`config.mk`:
```
export PLATFORM = sky130hd
export DESIGN_NAME = hazard_ctrl
export DESIGN_NICKNAME = d
export VERILOG_FILES = /design/src/rtl/hazard_ctrl.sv
export SDC_FILE = /design/constraint.sdc
export NUM_CORES = 1
export LEC_CHECK = 0
export CORE_MARGIN = 4
export CORE_UTILIZATION = 57
export DETAILED_ROUTE_END_ITERATION = 12
export DONT_BUFFER_PORTS = 1
export GPL_ROUTABILITY_DRIVEN = 0
export GPL_TIMING_DRIVEN = 0
export PLACE_DENSITY = 0.75
export RECOVER_POWER = 50
export SLEW_MARGIN = 30
export SYNTH_ARGS = -nofsm -noshare
export SYNTH_HDL_FRONTEND = slang
export SYNTH_SLANG_ARGS = --single-unit
```
`constraint.sdc`:
```
create_clock -name clk_i -period 3.2 [get_ports clk_i]
set_input_delay 0.8 -clock clk_i [delete_from_list [all_inputs] [get_ports clk_i]]
set_output_delay 0.8 -clock clk_i [all_outputs]
set_load 0.02 [all_outputs]
```
`src/rtl/hazard_ctrl.sv`:
```
// Pipeline hazard controller for the 5-stage core: load-use bubbles, EX redirects,
// fixed-latency data-memory freeze, plus stall/flush performance counters.
//
//  state | meaning
//  ------+-----------------------------------------------------------------
//  RUN   | pipeline flowing; a MEM access starts a freeze (if MEM_LAT != 0)
//  WAIT  | memory access in flight; frozen while cnt != 0, released at cnt == 0
module hazard_ctrl #(
    parameter int unsigned MEM_LAT = 2,
    parameter int unsigned CNT_W   = 32
) (
    input  logic             clk_i,
    input  logic             rst_i,
    input  logic [4:0]       id_rs1_i,
    input  logic [4:0]       id_rs2_i,
    input  logic             id_use_rs1_i,
    input  logic             id_use_rs2_i,
    input  logic [4:0]       ex_rd_i,
    input  logic             ex_mem_read_i,
    input  logic             ex_branch_taken_i,
    input  logic [31:0]      ex_target_i,
    input  logic             mem_access_i,
    output logic             stall_o,
    output logic             branch_o,
    output logic [31:0]      addr_o,
    output logic             stall_id_o,
    output logic             stall_ex_o,
    output logic             stall_mem_o,
    output logic             flush_id_o,
    output logic             flush_ex_o,
    output logic [CNT_W-1:0] stall_cycles_o,
    output logic [CNT_W-1:0] flush_events_o
);

    localparam int unsigned CNT_BITS = (MEM_LAT == 0) ? 1 : $clog2(MEM_LAT + 1);
    localparam bit          HAS_LAT  = (MEM_LAT != 0);
    localparam logic [CNT_BITS-1:0] CNT_INIT =
        (MEM_LAT == 0) ? '0 : CNT_BITS'(MEM_LAT - 1);

    typedef enum logic {
        ST_RUN  = 1'b0,
        ST_WAIT = 1'b1
    } state_e;

    state_e              state_q, state_d;
    logic [CNT_BITS-1:0] cnt_q, cnt_d;
    logic [CNT_W-1:0]    stall_cycles_q, stall_cycles_d;
    logic [CNT_W-1:0]    flush_events_q, flush_events_d;

    logic freeze;
    logic load_use;
    logic rs1_hit;
    logic rs2_hit;

    // x0 is hardwired, so a load targeting it never produces a dependency.
    assign rs1_hit  = id_use_rs1_i && (id_rs1_i == ex_rd_i);
    assign rs2_hit  = id_use_rs2_i && (id_rs2_i == ex_rd_i);
    assign load_use = ex_mem_read_i && (ex_rd_i != 5'd0) && (rs1_hit || rs2_hit);

    always_ff @(posedge clk_i) begin
        if (rst_i) begin
            state_q        <= ST_RUN;
            cnt_q          <= '0;
            stall_cycles_q <= '0;
            flush_events_q <= '0;
        end else begin
            state_q        <= state_d;
            cnt_q          <= cnt_d;
            stall_cycles_q <= stall_cycles_d;
            flush_events_q <= flush_events_d;
        end
    end

    always_comb begin
        state_d     = state_q;
        cnt_d       = cnt_q;
        freeze      = 1'b0;
        stall_o     = 1'b0;
        branch_o    = 1'b0;
        addr_o      = 32'd0;
        stall_id_o  = 1'b0;
        stall_ex_o  = 1'b0;
        stall_mem_o = 1'b0;
        flush_id_o  = 1'b0;
        flush_ex_o  = 1'b0;

        case (state_q)
            ST_RUN: begin
                if (mem_access_i && HAS_LAT) begin
                    freeze  = 1'b1;
                    state_d = ST_WAIT;
                    cnt_d   = CNT_INIT;
                end
            end
            ST_WAIT: begin
                // The cnt == 0 cycle is the release cycle: the pipeline advances
                // and any MEM access seen here belongs to the finishing instruction.
                if (cnt_q != '0) begin
                    freeze = 1'b1;
                    cnt_d  = cnt_q - CNT_BITS'(1);
                end else begin
                    state_d = ST_RUN;
                end
            end
            default: begin
                state_d = ST_RUN;
                cnt_d   = '0;
            end
        endcase

        if (!rst_i) begin
            if (freeze) begin
                stall_o     = 1'b1;
                stall_id_o  = 1'b1;
                stall_ex_o  = 1'b1;
                stall_mem_o = 1'b1;
            end else if (ex_branch_taken_i) begin
                branch_o   = 1'b1;
                addr_o     = ex_target_i;
                flush_id_o = 1'b1;
                flush_ex_o = 1'b1;
            end else if (load_use) begin
                stall_o    = 1'b1;
                stall_id_o = 1'b1;
                flush_ex_o = 1'b1;
            end
        end
    end

    always_comb begin
        stall_cycles_d = stall_cycles_q + {{(CNT_W-1){1'b0}}, stall_o};
        flush_events_d = flush_events_q + {{(CNT_W-1){1'b0}}, branch_o};
    end

    assign stall_cycles_o = stall_cycles_q;
    assign flush_events_o = flush_events_q;

endmodule

```
==> impl_metrics.json, run 1 <==
{
  "core_area_um2": 5920,
  "fin_crit_sh": 0.991,
  "pwr_density_cell_nw_per_um2": 393,
  "synth.area.top_cells": "dfxtp_1 39%, or4_1 6.5%, and2_1 6.1%",
  "yosys_most_used_dff": "dfxtp_1",
  "internal-power_uw": 1170,
  "crit_chain": "xor2_1 -> nor4_1 -> a32oi_1 -> o22ai_2 -> ha_2 -> nand4_1 -> or4_4 -> buf_6 -> or4_4 -> a21oi_2",
  "final_util": 0.670,
  "cts_tree": "built",
  "drv_cap": 0,
  "clock_path_buffers": 2,
  "syn_area_um2": 3470,
  "dpl_cell_area_um2": 3610,
  "yosys_warnings": 0,
  "fin_area_um2": 3970,
  "rr_endpoint": "stall_cycles_o[31]",
  "cp_common_cell": "or4_4",
  "slowest_stage": "or4_4",
  "endpoint": "stall_cycles_o[31]",
  "async_flop_share": 0,
  "worst_pin_slew_ps": 604,
  "h-tree-depth": 3,
  "slew_viol_final": 0,
  "grt_setup_unrepaired": "yes",
  "ys_seq_elements": 67,
  "yosys-top-cells-count": "67 x dfxtp_1, 37 x a21oi_1, 34 x and2_1",
  "setup_violations": 0,
  "drive_above_1_share": 0.145,
  "pre_cts_slack_ps": -423,
  "hold_violations": 0,
  "syn_nets": 473,
  "diodes": 0,
  "ir_worst_vdd_v": 0.000269,
  "drt_iter0_markers": 193,
  "cellLeakagePower_uw": 0.00123,
  "via_count": 3194,
  "yosysSeqAreaShare": 0.387,
  "die_height_um": 86.0,
  "r2r_cells": 11,
  "grt-ovfl-total": 0,
  "crit_path_start_kind": "primary input",
  "die_w_um": 86.0,
  "worstSkewPairLatency_ps": 340,
  "skew_ps": 9.99,
  "syn-instance-count": 414,
  "grt_usage": 0.246,
  "cts_hold_buf": 0,
  "hpwl_um": 6940,
  "relSlewSlack": 0.597,
  "min_period_ps": 3170,
  "avgSynthCellArea_um2": 8.38,
  "yosys.cell_types.count": 37,
  "row_count": 28,
  "root_buffer": "clkbuf_8",
  "grt_pass1_wl_um": 14500,
  "wl_per_cell_um": 18.6,
  "synth.most_common_cell": "dfxtp_1",
  "area_growth_pct": 14.4,
  "via_per_inst": 6.28,
  "worstPathMaxFanout": 5,
  "grt_pass1_vias": 2960,
  "first_pass_iters": 4,
  "r2r-start": "cnt_q[0]",
  "pin_count": 157,
  "die-area_um2": 7400,
  "ant_nets": 0,
  "crit_start": "ex_rd_i[4]",
  "max_freq_ghz": 0.315,
  "nNetsFinal": 489,
  "hold_class": "reg2reg",
  "crit_path_end_kind": "flip-flop",
  "path_class": "in2reg",
  "cts_buffers": 9,
  "synth.largest_area_cell": "dfxtp_1",
  "cp_data_required_time_ps": 3480,
  "yosys.area.top_type_share": 0.387,
  "slowest_delay_ps": 490,
  "synth_edf_count": 0,
  "rrSetupSlack_ps": 100,
  "clkPwrFrac": 0.386,
  "comb_power_share": 0.071,
  "p_sw_uw": 390,
  "antenna_found_initial": 0,
  "swShare": 0.250,
  "routed_wl_um": 9480,
  "crit_arrival_ps": 3450,
  "seqPwrFrac": 0.544,
  "post-route-drc-count": 0,
  "timing.final.ws_setup_ps": 27.7,
  "grt_max_degree": 13,
  "portBuffers": 0,
  "clock_sinks": 67,
  "start_util": 0.586,
  "status": "completed",
  "clkTransAtPathRegs_ps": 70
}
-- sequential cells by signal, indices dropped and copies added, names as in the netlist --
| name | count |
|---|---|
| stall_cycles_o | 32 |
| flush_events_o | 32 |
| cnt_q | 2 |
| state_q | 1 |
-- per-layer routing --
metal | track usage | part of all wire | up-vias
li1 | - | - | 1524
met4 | 0.0777 | 0.024 | 0
met2 | 0.433 | 0.51 | 153
met3 | 0.0865 | 0.079 | 22
met5 | 0 | 0 | -
met1 | 0.276 | 0.38 | 1495
-- critical path: cells and delay by family --
kind | cells | cell delay [ps]
simple gates | 4 | 1410
compound gates | 3 | 630
fa+ha+maj | 1 | 310
buf+inv | 1 | 150
xor+xnor | 1 | 140
-- layout make-up --
cell class	instances	area, µm²
Buffer	26	183
Clock buffer	12	145
Clock inverter	3	15.0
Fill cell	493	1950
Inverter	13	48.8
Multi-Input combinational cell	307	2070
Sequential cell	67	1340
Tap cell	75	93.8
Timing Repair Buffer	6	66.3
-- power by group through the flow --
stage          logic, µW  clock network (µW)  registers, µW
2_1_floorplan       89.9                   0            866
3_3_place_gp         106                   0            867
3_5_place_dp         108                   0            868
4_1_cts              110                 599            849
5_1_grt              121                 643            849
6_report             110                 602            849
-- cells by family (layout without fill, tap and decap cells) --
group           count (synthesis)  after routing  synth area share
compound gates                 80             80             0.137
xor+xnor                       34             34            0.0858
fa+ha+maj                       5              5            0.0180
buf+inv                        40             60            0.0581
flops                          67             67             0.387
simple gates                  188            188             0.315
-- timing repair --
item / CTS / global route
endpoints found under the setup margin: 9 / 20
cloned: 0 / 2
gates resized for setup: 1 / 34
pin swaps: 2 / 11
setup buffers: 2 / 2
hold endpoints to repair: 0 / 0
-- worst min-delay path by stage --
stage,start,endpoint,slack [ps],depth (start not counted)
finish,cnt_q[1],cnt_q[1],510,2
global placement,cnt_q[1],cnt_q[1],470,2
floorplan,cnt_q[1],cnt_q[1],450,2
CTS,cnt_q[1],cnt_q[1],510,2
detailed placement,cnt_q[1],cnt_q[1],500,2
global route,cnt_q[1],cnt_q[1],550,2
-- cells in the final DEF (no fill, tap or decap), types with 3 or more instances in the layout --
| cell type | netlist | routed |
|---|---|---|
| a21oi_1 | 37 | 29 |
| a21oi_2 | 0 | 8 |
| and2_1 | 34 | 34 |
| and4_1 | 6 | 6 |
| buf_4 | 3 | 7 |
| buf_6 | 2 | 5 |
| clkbuf_1 | 14 | 13 |
| clkbuf_8 | 2 | 13 |
| clkinv_2 | 0 | 3 |
| dfxtp_1 | 67 | 67 |
| inv_1 | 13 | 13 |
| nand2_1 | 16 | 16 |
| nand3_1 | 21 | 19 |
| nand4_1 | 17 | 17 |
| nor2_1 | 30 | 30 |
| nor2b_1 | 5 | 5 |
| nor3_1 | 5 | 5 |
| nor4_1 | 4 | 3 |
| o21ai_0 | 14 | 14 |
| o31ai_1 | 24 | 21 |
| or3_1 | 13 | 12 |
| or4_1 | 30 | 23 |
| or4_4 | 0 | 7 |
| xnor2_1 | 14 | 14 |
| xor2_1 | 20 | 20 |
-- through the flow --
step	setup TNS, ps	power [µW]	hold WS (ps)	cells
3_3_place_gp	-6360	973	473	489
2_1_floorplan	-515	956	454	414
5_1_grt	-635	1610	555	509
3_5_place_dp	-7280	976	497	489
6_report	0	1560	514	509
4_1_cts	0	1560	512	505
(Power assumes the default switching activity.)
==> inputs of run 2 (changes only) <==
Settings changed: GPL_ROUTABILITY_DRIVEN 0 to unset.
==> results of run 2 <==
The final DEF is identical to that of run 1; final timing and power are the same.
==> inputs of run 3 (changes only) <==
Settings changed: TNS_END_PERCENT set to 100.
==> results of run 3 <==
The final DEF is identical to that of run 1; final timing and power are the same.
